### config.mk
export PLATFORM = sky130hd
export DESIGN_NAME = mmu_ctrl
export DESIGN_NICKNAME = d
export VERILOG_FILES = /design/src/rtl/mmu_pkg.sv /design/src/rtl/mmu_valid_pipe.sv /design/src/rtl/mmu_ctrl.sv
export SDC_FILE = /design/constraint.sdc
export NUM_CORES = 1
export LEC_CHECK = 0
export CORE_MARGIN = 3
export CORE_UTILIZATION = 50
export DETAILED_ROUTE_END_ITERATION = 12
export MAX_ROUTING_LAYER = met4
export PLACE_DENSITY_LB_ADDON = 0.1
export SKIP_LAST_GASP = 1
export SLEW_MARGIN = 20
export SYNTH_ARGS = -nofsm -noshare
export SYNTH_HDL_FRONTEND = slang
export SYNTH_SLANG_ARGS = --single-unit
### constraint.sdc
create_clock -name clk -period 4.53 [get_ports clk]
set_input_delay 0.906 -clock clk [delete_from_list [all_inputs] [get_ports clk]]
set_output_delay 0.906 -clock clk [all_outputs]
set_load 0.02 [all_outputs]
### src/rtl/mmu_pkg.sv
// mmu_pkg: shared definitions for the systolic-array sequencer.
//   - command op encodings
//   - FSM state encoding (plain localparams, legacy-compatible)
//   - calc_lat(): pipeline latency through the array, ROWS + COLS
package mmu_pkg;

  localparam logic OP_LOAD_W  = 1'b0;
  localparam logic OP_COMPUTE = 1'b1;

  localparam logic [2:0] ST_IDLE    = 3'd0;
  localparam logic [2:0] ST_LOAD_W  = 3'd1;
  localparam logic [2:0] ST_COMPUTE = 3'd2;
  localparam logic [2:0] ST_DRAIN   = 3'd3;
  localparam logic [2:0] ST_DONE    = 3'd4;

  // Cycles for an activation to ripple through every row and column.
  function automatic int calc_lat(input int rows, input int cols);
    return rows + cols;
  endfunction

endpackage

### src/rtl/mmu_valid_pipe.sv
// mmu_valid_pipe: 1-bit delay line of DEPTH flops with asynchronous
// active-low clear. Used to track when array results leave the last column.
// Ports:
//   clk   clock
//   rstn  asynchronous active-low clear of every stage
//   din   bit entering the line
//   dout  din delayed by DEPTH cycles
module mmu_valid_pipe #(
  parameter int DEPTH = 15
) (
  input  logic clk,
  input  logic rstn,
  input  logic din,
  output logic dout
);

  logic [DEPTH-1:0] sr_q;
  logic [DEPTH-1:0] sr_d;

  generate
    if (DEPTH == 1) begin : g_single
      // Next state of a single-stage line is the input itself.
      always_comb sr_d = din;
    end else begin : g_multi
      // Shift towards the MSB; the MSB is the oldest entry.
      always_comb sr_d = {sr_q[DEPTH-2:0], din};
    end
  endgenerate

  // Delay-line storage, cleared asynchronously so no stale bit survives reset.
  always_ff @(posedge clk or negedge rstn) begin
    if (!rstn) begin
      sr_q <= '0;
    end else begin
      sr_q <= sr_d;
    end
  end

  assign dout = sr_q[DEPTH-1];

endmodule

### src/rtl/mmu_ctrl.sv
// mmu_ctrl: command sequencer for a ROWS x COLS weight-stationary systolic
// array. One command at a time: LOAD_W reads ROWS weight rows (last row
// first) and shifts them into the array; COMPUTE streams cmd_len activation
// vectors through the array and writes results back.
// Optional build macro: MMU_CTRL_PERF_EN adds saturating perf counters
// perf_busy_cycles (cycles not IDLE) and perf_cmds (completed commands).
// Ports:
//   clk, rstn                      clock, asynchronous active-low reset
//   cmd_valid/cmd_ready            command handshake (ready only when IDLE)
//   cmd_op, cmd_base, cmd_len,
//   cmd_out_base                   command fields, latched on acceptance
//   w_rd_en/w_rd_addr              weight buffer read
//   arr_w_wen                      weight shift into array row 0
//   act_rd_en/act_rd_addr          activation buffer read
//   arr_en                         array compute enable
//   out_wr_en/out_wr_addr          output buffer write
//   done                           one-cycle completion pulse
//   busy                           state != IDLE
module mmu_ctrl
  import mmu_pkg::*;
#(
  parameter int ROWS       = 8,
  parameter int COLS       = 8,
  parameter int ADDR_WIDTH = 10,
  parameter int LEN_WIDTH  = 10
) (
  input  logic                  clk,
  input  logic                  rstn,
  input  logic                  cmd_valid,
  output logic                  cmd_ready,
  input  logic                  cmd_op,
  input  logic [ADDR_WIDTH-1:0] cmd_base,
  input  logic [LEN_WIDTH-1:0]  cmd_len,
  input  logic [ADDR_WIDTH-1:0] cmd_out_base,
  output logic                  w_rd_en,
  output logic [ADDR_WIDTH-1:0] w_rd_addr,
  output logic                  arr_w_wen,
  output logic                  act_rd_en,
  output logic [ADDR_WIDTH-1:0] act_rd_addr,
  output logic                  arr_en,
  output logic                  out_wr_en,
  output logic [ADDR_WIDTH-1:0] out_wr_addr,
  output logic                  done,
  output logic                  busy
`ifdef MMU_CTRL_PERF_EN
  ,
  output logic [31:0]           perf_busy_cycles,
  output logic [15:0]           perf_cmds
`endif
);

  localparam int LAT   = calc_lat(ROWS, COLS);
  localparam int LAT_W = $clog2(LAT + 1);
  localparam int CNT_W = (LEN_WIDTH > LAT_W) ? LEN_WIDTH : LAT_W;

  localparam logic [ADDR_WIDTH-1:0] ADDR_ONE    = ADDR_WIDTH'(1);
  localparam logic [ADDR_WIDTH-1:0] ROWS_M1_ADR = ADDR_WIDTH'(ROWS - 1);
  localparam logic [CNT_W-1:0]      CNT_ONE     = CNT_W'(1);

  logic [2:0]            state_q, state_d;
  logic [CNT_W-1:0]      cnt_q, cnt_d;
  logic                  w_rd_en_q, w_rd_en_d;
  logic [ADDR_WIDTH-1:0] w_rd_addr_q, w_rd_addr_d;
  logic                  arr_w_wen_q, arr_w_wen_d;
  logic                  act_rd_en_q, act_rd_en_d;
  logic [ADDR_WIDTH-1:0] act_rd_addr_q, act_rd_addr_d;
  logic                  arr_en_q, arr_en_d;
  logic                  out_wr_en_q, out_wr_en_d;
  logic [ADDR_WIDTH-1:0] out_wr_addr_q, out_wr_addr_d;
  logic                  done_q, done_d;
  logic                  busy_q, busy_d;
  logic                  cmd_ready_q, cmd_ready_d;

  logic                  accept_s;
  logic [LEN_WIDTH-1:0]  len_m1_s;
  logic                  pipe_out_s;

  assign accept_s = cmd_valid && cmd_ready_q;
  assign len_m1_s = cmd_len - LEN_WIDTH'(1);

  // arr_en plus this LAT-1 deep line plus the out_wr_en flop puts each
  // write LAT+1 cycles after its activation read.
  mmu_valid_pipe #(
    .DEPTH (LAT - 1)
  ) u_out_pipe (
    .clk  (clk),
    .rstn (rstn),
    .din  (arr_en_q),
    .dout (pipe_out_s)
  );

  // Next-state, counter and strobe logic for the command FSM.
  always_comb begin
    state_d       = state_q;
    cnt_d         = cnt_q;
    w_rd_en_d     = 1'b0;
    w_rd_addr_d   = w_rd_addr_q;
    act_rd_en_d   = 1'b0;
    act_rd_addr_d = act_rd_addr_q;
    // Write pointer advances after every write it has presented.
    if (out_wr_en_q) begin
      out_wr_addr_d = out_wr_addr_q + ADDR_ONE;
    end else begin
      out_wr_addr_d = out_wr_addr_q;
    end

    case (state_q)
      ST_IDLE: begin
        if (accept_s) begin
          out_wr_addr_d = cmd_out_base;
          if (cmd_op == OP_LOAD_W) begin
            // Deepest row is read first so it shifts furthest into the array.
            state_d     = ST_LOAD_W;
            cnt_d       = CNT_W'(ROWS - 1);
            w_rd_en_d   = 1'b1;
            w_rd_addr_d = cmd_base + ROWS_M1_ADR;
          end else if (cmd_len != '0) begin
            state_d       = ST_COMPUTE;
            cnt_d         = CNT_W'(len_m1_s);
            act_rd_en_d   = 1'b1;
            act_rd_addr_d = cmd_base;
          end else begin
            state_d = ST_DONE;
          end
        end else begin
          state_d = ST_IDLE;
        end
      end
      ST_LOAD_W: begin
        if (cnt_q == '0) begin
          // One drain cycle covers the delayed arr_w_wen of the last row.
          state_d = ST_DRAIN;
          cnt_d   = CNT_ONE;
        end else begin
          cnt_d       = cnt_q - CNT_ONE;
          w_rd_en_d   = 1'b1;
          w_rd_addr_d = w_rd_addr_q - ADDR_ONE;
        end
      end
      ST_COMPUTE: begin
        if (cnt_q == '0) begin
          state_d = ST_DRAIN;
          cnt_d   = CNT_W'(LAT);
        end else begin
          cnt_d         = cnt_q - CNT_ONE;
          act_rd_en_d   = 1'b1;
          act_rd_addr_d = act_rd_addr_q + ADDR_ONE;
        end
      end
      ST_DRAIN: begin
        // A drain count of N occupies exactly N cycles.
        if (cnt_q <= CNT_ONE) begin
          state_d = ST_DONE;
          cnt_d   = '0;
        end else begin
          cnt_d = cnt_q - CNT_ONE;
        end
      end
      ST_DONE: begin
        state_d = ST_IDLE;
      end
      default: begin
        state_d = ST_IDLE;
        cnt_d   = '0;
      end
    endcase

    arr_w_wen_d = w_rd_en_q;
    arr_en_d    = act_rd_en_q;
    out_wr_en_d = pipe_out_s;
    done_d      = (state_d == ST_DONE);
    busy_d      = (state_d != ST_IDLE);
    cmd_ready_d = (state_d == ST_IDLE);
  end

  // State, counters and all registered outputs.
  always_ff @(posedge clk or negedge rstn) begin
    if (!rstn) begin
      state_q       <= ST_IDLE;
      cnt_q         <= '0;
      w_rd_en_q     <= 1'b0;
      w_rd_addr_q   <= '0;
      arr_w_wen_q   <= 1'b0;
      act_rd_en_q   <= 1'b0;
      act_rd_addr_q <= '0;
      arr_en_q      <= 1'b0;
      out_wr_en_q   <= 1'b0;
      out_wr_addr_q <= '0;
      done_q        <= 1'b0;
      busy_q        <= 1'b0;
      cmd_ready_q   <= 1'b1;
    end else begin
      state_q       <= state_d;
      cnt_q         <= cnt_d;
      w_rd_en_q     <= w_rd_en_d;
      w_rd_addr_q   <= w_rd_addr_d;
      arr_w_wen_q   <= arr_w_wen_d;
      act_rd_en_q   <= act_rd_en_d;
      act_rd_addr_q <= act_rd_addr_d;
      arr_en_q      <= arr_en_d;
      out_wr_en_q   <= out_wr_en_d;
      out_wr_addr_q <= out_wr_addr_d;
      done_q        <= done_d;
      busy_q        <= busy_d;
      cmd_ready_q   <= cmd_ready_d;
    end
  end

  assign cmd_ready   = cmd_ready_q;
  assign w_rd_en     = w_rd_en_q;
  assign w_rd_addr   = w_rd_addr_q;
  assign arr_w_wen   = arr_w_wen_q;
  assign act_rd_en   = act_rd_en_q;
  assign act_rd_addr = act_rd_addr_q;
  assign arr_en      = arr_en_q;
  assign out_wr_en   = out_wr_en_q;
  assign out_wr_addr = out_wr_addr_q;
  assign done        = done_q;
  assign busy        = busy_q;

`ifdef MMU_CTRL_PERF_EN
  logic [31:0] perf_busy_q, perf_busy_d;
  logic [15:0] perf_cmds_q, perf_cmds_d;

  // Saturating increments; busy_q mirrors state != IDLE.
  always_comb begin
    if (busy_q && (perf_busy_q != 32'hFFFF_FFFF)) begin
      perf_busy_d = perf_busy_q + 32'd1;
    end else begin
      perf_busy_d = perf_busy_q;
    end
    if (done_q && (perf_cmds_q != 16'hFFFF)) begin
      perf_cmds_d = perf_cmds_q + 16'd1;
    end else begin
      perf_cmds_d = perf_cmds_q;
    end
  end

  // Perf counters are cleared only by rstn.
  always_ff @(posedge clk or negedge rstn) begin
    if (!rstn) begin
      perf_busy_q <= 32'd0;
      perf_cmds_q <= 16'd0;
    end else begin
      perf_busy_q <= perf_busy_d;
      perf_cmds_q <= perf_cmds_d;
    end
  end

  assign perf_busy_cycles = perf_busy_q;
  assign perf_cmds        = perf_cmds_q;
`endif

endmodule

==> impl_metrics.csv <==
group,metric,value,unit
global_route,grt_max_degree,47,
sta,hold_ws,0.3505,ns
floorplan,start_util,52.14,%
run,cap_violations,0,
clocking,htreeDepth,3,
synthesis,yosys-top-cells-count,"dfrtp_1, nand2_1, o21ai_0, a21oi_1, nor2_1",
synthesis,syn_area_per_cell,9.139,um^2
floorplan,fp.dieH,90.87,um
hold_path,hold_start,"u_out_pipe.sr_q[13]",
synthesis,async_flop_share,100.0,%
routing,top_layer,"met4",
routing,drtAntennaViolNets,0,
layout,drive_gt1_share,8.102,%
routing,remaining_drc_errors,0,
floorplan,core,0.006907,mm^2
synthesis,synth_nets,436,
placed_design,portBuffers,71,
clocking,cts_root_buf,"clkbuf_8",
synthesis,syn_inst,394,
sta,finalSetupTns,0,ns
global_route,antenna_found_initial,0,
sta,max_slew_margin,53.56,%
clocking,cts_resized,0,
sta,setup_slack,1.344,ns
layout,nets,506,
clocking,clk_path_buf_depth,2,
critical_path,crit_chain,"clkdlybuf4s50_1 -> inv_1 -> ha_1 -> or4b_1 -> or3_1 -> a32oi_2 -> buf_4 -> inv_2 -> mux2i_1 -> o31ai_1",
sta,fin_crit_sh,70.33,%
floorplan,rows,30,
hold_path,hold_class,"reg -> reg",
critical_path,worst-path-buf-inv,4,
layout,fin_area,0.004639,mm^2
sta,max_freq,0.3139,GHz
layout,area_growth,28.84,%
synthesis,ys_ff_latch,66,
floorplan,die_area,0.008256,mm^2
global_route,gr-total-overflow,0,
power_and_ir_drop,p_leak,0.001873,uW
sta,skew,0.009229,ns
routing,drt_wl_total,8.846,mm
power_and_ir_drop,ir_drop,0.0002976,V
critical_path,worstSetupPathType,"in -> reg",
synthesis,yosysUniqueCellTypes,61,
placed_design,hpwl,6.390,mm
critical_path,crit_required,4.74,ns
clocking,clk_pin_slew,0.08,ns
routing,wl_per_cell,15.66,um
global_route,grt_first_pass_wirelength,14.93,mm
critical_path,cpPeakStageDelay,0.57,ns
clocking,cts_buffers,9,
synthesis,synth-seq-area-share,45.90,%
floorplan,die_w,90.87,um
clocking,clock-sinks,66,
synthesis,synth_top_area_share,45.17,%
placed_design,place_congestion,0.8649,
power_and_ir_drop,power.density,719.5,mW/mm^2
routing,drt_iter0_drc,189,
synthesis,yosysMostFrequentCell,"dfrtp_1",
critical_path,cp_max_fo,13,
synthesis,synth_top_area_cell,"dfrtp_1",
routing,vias_per_cell,5.793,
layout,n_antenna_cell,0,
sta,finalMaxSlewViolations,0,
synthesis,synth-edff-count,0,
global_route,grt_pass1_vias,3203,
layout,fill_cells,590,
routing,vias,3273,
synthesis,yosys-top-cells-area,"dfrtp_1, o21ai_0, nand2_1",
clocking,insertion_delay,0.35,ns
critical_path,crit_family,"simple AND/OR/NAND/NOR gates",
critical_path,crit_start,"cmd_len[0]",
outcome,status,"complete, no violations",
sta,hold_viol,0,
critical_path,worstSetupEndpointType,"flip-flop",
sta,period_needed,3.186,ns
clocking,cts_tree,"yes",
critical_path,startpoint_type,"input pin",
critical_path,rr_startpoint,"cnt_q[6]",
routing,routed-wl-met2,4.444,mm
clocking,postCtsSetupBuffers,0,
synthesis,synth_warnings,0,
sta,tightest_slew,0.6966,ns
placed_design,place_ws,1.008,ns
floorplan,boundaryPins,72,
synthesis,ys.flop_type,"dfrtp_1",
routing,drt_first_pass_iters,4,
critical_path,crit_arrival,3.40,ns
critical_path,cpMaxStageDelayCell,"or4b_1",
clocking,hold_buffers,0,
routing,met1_length,3.838,mm
sta,finalSetupViolations,0,
global_route,grtUsageTotal,22.95,%
placed_design,place_area,0.004387,mm^2
power_and_ir_drop,total_power,3338,uW
routing,dr_wl_met3,376,um
synthesis,synthesis.area,0.003601,mm^2
sta,rsz0062_at_grt,"no",
## placed cells by master, fill, tap and decap left out, types with 10 or more instances in the layout
cell type,count
a21oi_1,28
clkbuf_8,10
clkdlybuf4s50_1,70
dfrtp_1,65
inv_1,20
nand2_1,45
nand3_1,15
nor2_1,27
o21ai_0,39
xnor2_1,11
## stage by stage
| step | util, % | instances |
|---|---|---|
| 3_5_place_dp | 63.51 | 549 |
| 2_1_floorplan | - | 394 |
| 5_1_grt | 67.17 | 565 |
| 3_3_place_gp | 63.51 | 549 |
| 4_1_cts | 67.14 | 565 |
| 6_report | 67.17 | 565 |
## final timing paths
| check | cells past startpoint | endpoint | slack [ns] |
|---|---|---|---|
| worst max-delay path | 10 | act_rd_addr[0] | 1.34 |
| worst min-delay path | 0 | u_out_pipe.sr_q[14] | 0.35 |
| worst max register to register | 6 | w_rd_addr[9] | 2.13 |
| worst min register to register | 0 | u_out_pipe.sr_q[14] | 0.35 |
| max in group asynchronous | 2 | u_out_pipe.sr_q[13] | 3.26 |
| min in group asynchronous | 1 | cnt_q[6] | 0.56 |
## cell type report
cell class,instances,area [um^2],share of cell area (%)
Inverter,21,78.83,1.699
Multi-Input combinational cell,291,1799,38.78
Sequential cell,66,1653,35.63
Clock inverter,6,112.6,2.427
Clock buffer,10,137.6,2.967
Timing Repair Buffer,75,738.2,15.91
Tap cell,96,120.1,2.589
## state kept, by name (all words and copies together), names as in the netlist, 3 cells and up
name	count
w_rd_addr	10
act_rd_addr	10
cnt_q	10
u_out_pipe.sr_q	15
state_q	3
out_wr_addr	10
## cells by family after synthesis
family	share of synthesized area, %
XOR/XNOR	4.621
AO/OA/AOI/OAI	21.82
multiplexers	0.8339
flip-flops	45.90
AND/OR/NAND/NOR	19.91
adder cells (fa/ha/maj)	2.780
buffers and inverters	4.135
## worst register-to-register path, delay by kind of cell, from the launching register on
family                 cells  cell delay [ns]
AOI/OAI and AO/OA          3             0.68
and+or+nand+nor            2             0.97
DFF                        1             0.45
buffers and inverters      1             0.21
## layer usage
| layer | global-route usage, % | vias to the layer above |
|---|---|---|
| met5 | - | - |
| met4 | 8.417 | 0 |
| met3 | 5.333 | 20 |
| met2 | 37.49 | 82 |
| met1 | 27.87 | 1591 |
| li1 | - | 1580 |
## power by group
part | switching [uW] | total (uW) | leakage, uW | internal, uW
combinational | 861 | 1570 | 0.000939 | 708
sequential | 283 | 1150 | 0.000807 | 863
clock | 241 | 623 | 0.000127 | 383
total | 1380 | 3340 | 0.00187 | 1950
(Power assumes the default switching activity.)
